`config.mk`:
```
export PLATFORM = sky130hd
export DESIGN_NAME = hazard_scoreboard
export DESIGN_NICKNAME = d
export VERILOG_FILES = /design/src/rtl/hazard_scoreboard.sv
export SDC_FILE = /design/constraint.sdc
export NUM_CORES = 1
export LEC_CHECK = 0
export ABC_AREA = 1
export BUFFER_PORTS_ARGS = -buffer_cell sky130_fd_sc_hd__buf_2
export CAP_MARGIN = 20
export CORE_MARGIN = 2
export CORE_UTILIZATION = 40
export CTS_CLUSTER_SIZE = 12
export DETAILED_ROUTE_END_ITERATION = 16
export HOLD_SLACK_MARGIN = 0.05
export PLACE_DENSITY = 0.77
export SETUP_SLACK_MARGIN = 0.1
export SYNTH_ARGS = -nofsm -noshare
export SYNTH_HDL_FRONTEND = slang
export SYNTH_SLANG_ARGS = --single-unit
export TNS_END_PERCENT = 20
```
`constraint.sdc`:
```
create_clock -name clk -period 3.2 [get_ports clk]
set_input_delay 0.64 -clock clk [delete_from_list [all_inputs] [get_ports clk]]
set_output_delay 0.64 -clock clk [all_outputs]
set_load 0.02 [all_outputs]
```
`src/rtl/hazard_scoreboard.sv`:
```
// Scoreboard-driven hazard unit: operand forwarding selects, load-use stalls and branch flushes.
// Optional performance counters are built when HAZARD_PERF_CNT_EN is defined.
module hazard_scoreboard #(
    parameter int unsigned NREG  = 16,
    parameter int unsigned DEPTH = 2,
    localparam int unsigned AW   = $clog2(NREG),
    localparam int unsigned FW   = $clog2(DEPTH + 1)
) (
    input  logic          clk,
    input  logic          reset,
    input  logic          en,
    input  logic [AW-1:0] ra1_d,
    input  logic [AW-1:0] ra2_d,
    input  logic          use1_d,
    input  logic          use2_d,
    input  logic [AW-1:0] wa_d,
    input  logic          we_d,
    input  logic          load_d,
    input  logic          branch_taken_e,
    output logic          stall_f,
    output logic          stall_d,
    output logic          flush_d,
    output logic          flush_e,
    output logic [FW-1:0] fwd_a_e,
    output logic [FW-1:0] fwd_b_e,
    output logic [31:0]   stall_cnt,
    output logic [31:0]   flush_cnt
);

    localparam logic [AW-1:0] PC_REG = AW'(NREG - 1);

    // Entry k mirrors stage E+k; only the Execute entry keeps its sources and load flag.
    logic [DEPTH:0] vld_q;
    logic [DEPTH:0] we_q;
    logic [AW-1:0]  wa_q [DEPTH+1];
    logic           load_q;
    logic           use1_q;
    logic           use2_q;
    logic [AW-1:0]  ra1_q;
    logic [AW-1:0]  ra2_q;

    logic br;
    logic hit1;
    logic hit2;
    logic lu;
    logic src_a_ok;
    logic src_b_ok;

    // Branch is masked while reset is held so every output reads zero during reset.
    assign br   = branch_taken_e & reset;
    assign hit1 = use1_d & (ra1_d == wa_q[0]) & (ra1_d != PC_REG);
    assign hit2 = use2_d & (ra2_d == wa_q[0]) & (ra2_d != PC_REG);
    assign lu   = vld_q[0] & load_q & we_q[0] & (hit1 | hit2);

    assign stall_f = lu & ~br;
    assign stall_d = lu & ~br;
    assign flush_e = lu | br;
    assign flush_d = br;

    // Scoreboard shift; a flushed Execute slot becomes an all-zero bubble.
    always_ff @(posedge clk or negedge reset) begin
        if (!reset) begin
            vld_q  <= '0;
            we_q   <= '0;
            load_q <= 1'b0;
            use1_q <= 1'b0;
            use2_q <= 1'b0;
            ra1_q  <= '0;
            ra2_q  <= '0;
            for (int unsigned k = 0; k <= DEPTH; k++) begin
                wa_q[k] <= '0;
            end
        end else if (en) begin
            for (int unsigned k = 1; k <= DEPTH; k++) begin
                vld_q[k] <= vld_q[k-1];
                we_q[k]  <= we_q[k-1];
                wa_q[k]  <= wa_q[k-1];
            end
            if (flush_e) begin
                vld_q[0] <= 1'b0;
                we_q[0]  <= 1'b0;
                wa_q[0]  <= '0;
                load_q   <= 1'b0;
                use1_q   <= 1'b0;
                use2_q   <= 1'b0;
                ra1_q    <= '0;
                ra2_q    <= '0;
            end else begin
                vld_q[0] <= 1'b1;
                we_q[0]  <= we_d;
                wa_q[0]  <= wa_d;
                load_q   <= load_d;
                use1_q   <= use1_d;
                use2_q   <= use2_d;
                ra1_q    <= ra1_d;
                ra2_q    <= ra2_d;
            end
        end
    end

    assign src_a_ok = vld_q[0] & use1_q & (ra1_q != PC_REG);
    assign src_b_ok = vld_q[0] & use2_q & (ra2_q != PC_REG);

    // Scan oldest to youngest so the youngest matching producer wins.
    always_comb begin
        fwd_a_e = '0;
        fwd_b_e = '0;
        for (int unsigned k = DEPTH; k >= 1; k--) begin
            if (src_a_ok && vld_q[k] && we_q[k] && (wa_q[k] == ra1_q)) begin
                fwd_a_e = FW'(k);
            end
            if (src_b_ok && vld_q[k] && we_q[k] && (wa_q[k] == ra2_q)) begin
                fwd_b_e = FW'(k);
            end
        end
    end

`ifdef HAZARD_PERF_CNT_EN
    // Saturating event counters, sampled only on enabled cycles.
    always_ff @(posedge clk or negedge reset) begin
        if (!reset) begin
            stall_cnt <= '0;
            flush_cnt <= '0;
        end else if (en) begin
            if (stall_d && (stall_cnt != 32'hFFFF_FFFF)) begin
                stall_cnt <= stall_cnt + 32'd1;
            end
            if ((flush_d || flush_e) && (flush_cnt != 32'hFFFF_FFFF)) begin
                flush_cnt <= flush_cnt + 32'd1;
            end
        end
    end
`else
    assign stall_cnt = '0;
    assign flush_cnt = '0;
`endif

endmodule
```
==> metrics.cfg <==
[detailed_routing]
wl_per_cell_um = 10.3
drt_wl_total_mm = 3.87
antenna_left = 0
drc = 0
vias = 1585
drt_first_pass_iters = 4
vias_per_cell = 4.24
first_iter_violations = 64

[flow_run]
cap_violations = 0

[placed_design]
place_ws_ps = 942
gp_congestion = 0.861
dp.cells = 366
portBuffers = 27
hpwl_mm = 2.91
place_area_um2 = 2030

[setup_path]
start_kind = register
cpPeakStageDelay_ps = 460
cp_max_fo = 18
path_depth = 9
cp.required_ps = 2560
path_cells = inv_1 -> nand2_1 -> nand2_1 -> nor2_1 -> nand3_1 -> nand2_2 -> nand2_4 -> nor2_1 -> buf_2
setup.worst_path.start = wa_q[9]$_DFFE_PN0P_
cp_top_family = simple AND/OR/NAND/NOR gates
r2r_start = wa_q[9]$_DFFE_PN0P_
critical_path_class = reg2out
crit_arrival_ps = 1630
r2r_cells = 9
crit_buf_inv = 2
crit_path_end_kind = output port
worst_path_max_delay_cell = dfrtp_1

[floorplanning]
start_util_pct = 41.1
core_area_um2 = 5040
dieArea_um2 = 5770
die_h_um = 76.0
fp-row-count = 26
die_x_um = 76.0
io_pins = 92

[power]
leakagePower_nw = 1.20
power.density_nw_per_um2 = 451
irDropWorstVdd_uv = 238
total_power_mw = 0.953

[cells_and_area]
nNetsFinal = 323
multi_input_area_um2 = 978
utilization_pct = 41.9
syn2layout_area_growth_pct = 1.87
final-seq-area_um2 = 726
fin_cells = 374
design_area_um2 = 2110
diodes = 0
fillerInstances = 538
drive_above_1_share_pct = 14.1

[logic_synthesis]
synth_area_leader_cell = dfrtp_1
synthMostInstantiatedCell = nand2_1
ys_top_cells_by_count = 80 x nand2_1, 65 x buf_4, 29 x dfrtp_1
syn_inst = 275
avgSynthCellArea_um2 = 7.53
ys_top_cells_by_area = dfrtp_1 35%, buf_4 24%, nand2_1 14%
synth_cell_types = 26
syn-cell-area_um2 = 2070
ys_warn_count = 0
synthArstFlopShare_pct = 100
ys_ff_latch = 29
synth_top_cell_area_share_pct = 35.0
ys_seq_area_share_pct = 35.0
synth-edff-count = 0
ys.flop_type = dfrtp_1

[grt]
antenna_found_initial = 0
grt_start_max_net_pins = 32
gr-total-overflow = 0
grt_pass1_wl_mm = 6.67
grt_pass1_vias = 1389
grt_usage_pct = 14.3

[sta]
period_needed_ps = 2270
worst_slack_ps = 928
finalSetupViolations = 0
post-route-period-util_pct = 71.0
hold_viol = 0
skew_ps = 1.38
fmax_ghz = 0.440
final-max-slew-violation-count = 0
holdWs_ps = 369
rsz0062_at_grt = no
setup_tns_ps = 0

[clocking]
clock_latency_ps = 280
root_buffer = clkbuf_8
clock_sinks = 29
postCtsResizedCells = 0
cts_setup_buffers = 0
cts_tree = done
cts_htree_levels = 2
hold_buffers = 0
clkTransAtPathRegs_ps = 60
clock_path_buffers = 2
cts_buffers = 5

[hold_path]
min_path_type = in2async

[outcome]
status = complete, no violations

[cells in the final DEF (no fill, tap or decap), types with 2 or more instances in the layout]
cell / synthesis / routed
nand3_1: 8 / 8
nand4_1: 19 / 19
inv_1: 19 / 19
conb_1: 1 / 64
xnor2_1: 8 / 8
o21ai_0: 13 / 13
nand2_1: 80 / 80
dfrtp_1: 29 / 29
nor2_1: 9 / 9
buf_4: 65 / 3
clkbuf_8: 0 / 5
nor3_1: 2 / 2
buf_2: 3 / 27
clkinv_2: 0 / 2
xor2_1: 4 / 4
[worst register-to-register path: cells and delay by family (launching register included)]
kind                   cells  cell delay, ps
and+or+nand+nor            8             690
DFF                        1             460
buffers and inverters      1              90
[report_power, final]
group | internal [mW] | switching, mW
clock network | 0.150 | 0.139
registers | 0.405 | 0.0444
logic | 0.0639 | 0.150
[cell families after synthesis]
family / after synthesis / synth area share (%)
simple gates: 124 / 26.4
buf+inv: 93 / 29.2
flops: 29 / 35.0
compound gates: 16 / 4.17
xor+xnor: 12 / 5.07
other cells: 1 / 0.181
[per-layer routing]
layer	vias up	GRT usage (%)	wire length [um]
met5	-	0	0
met4	0	6.36	74
met3	8	3.91	267
met2	61	21.7	1750
met1	715	19.3	1780
li1	801	-	-
[sequential cells by signal, summed over array words and instances (netlist names)]
name,flops
load_q,1
ra1_q,4
ra2_q,4
use1_q,1
use2_q,1
vld_q,3
wa_q,12
we_q,3
[worst paths after layout]
kind                                             end  slack, ps
worst min-delay path              load_q$_DFFE_PN0P_        370
worst max-delay path                         stall_f        930
min in group clk                  load_q$_DFFE_PN0P_        470
worst min register to register    load_q$_DFFE_PN0P_        470
max in group asynchronous       vld_q[2]$_DFFE_PN0P_       2560
worst max register to register  ra1_q[3]$_DFFE_PN0P_       1860
[layout make-up]
class | instances | share of cell area, %
clock buffers | 6 | 3.44
clock inverters | 2 | 0.474
inverters | 21 | 3.73
multi-input cells | 216 | 46.4
flip-flops and latches | 29 | 34.4
well taps | 70 | 4.15
repair buffers | 30 | 7.47
Power figures use the tool's default switching activity.
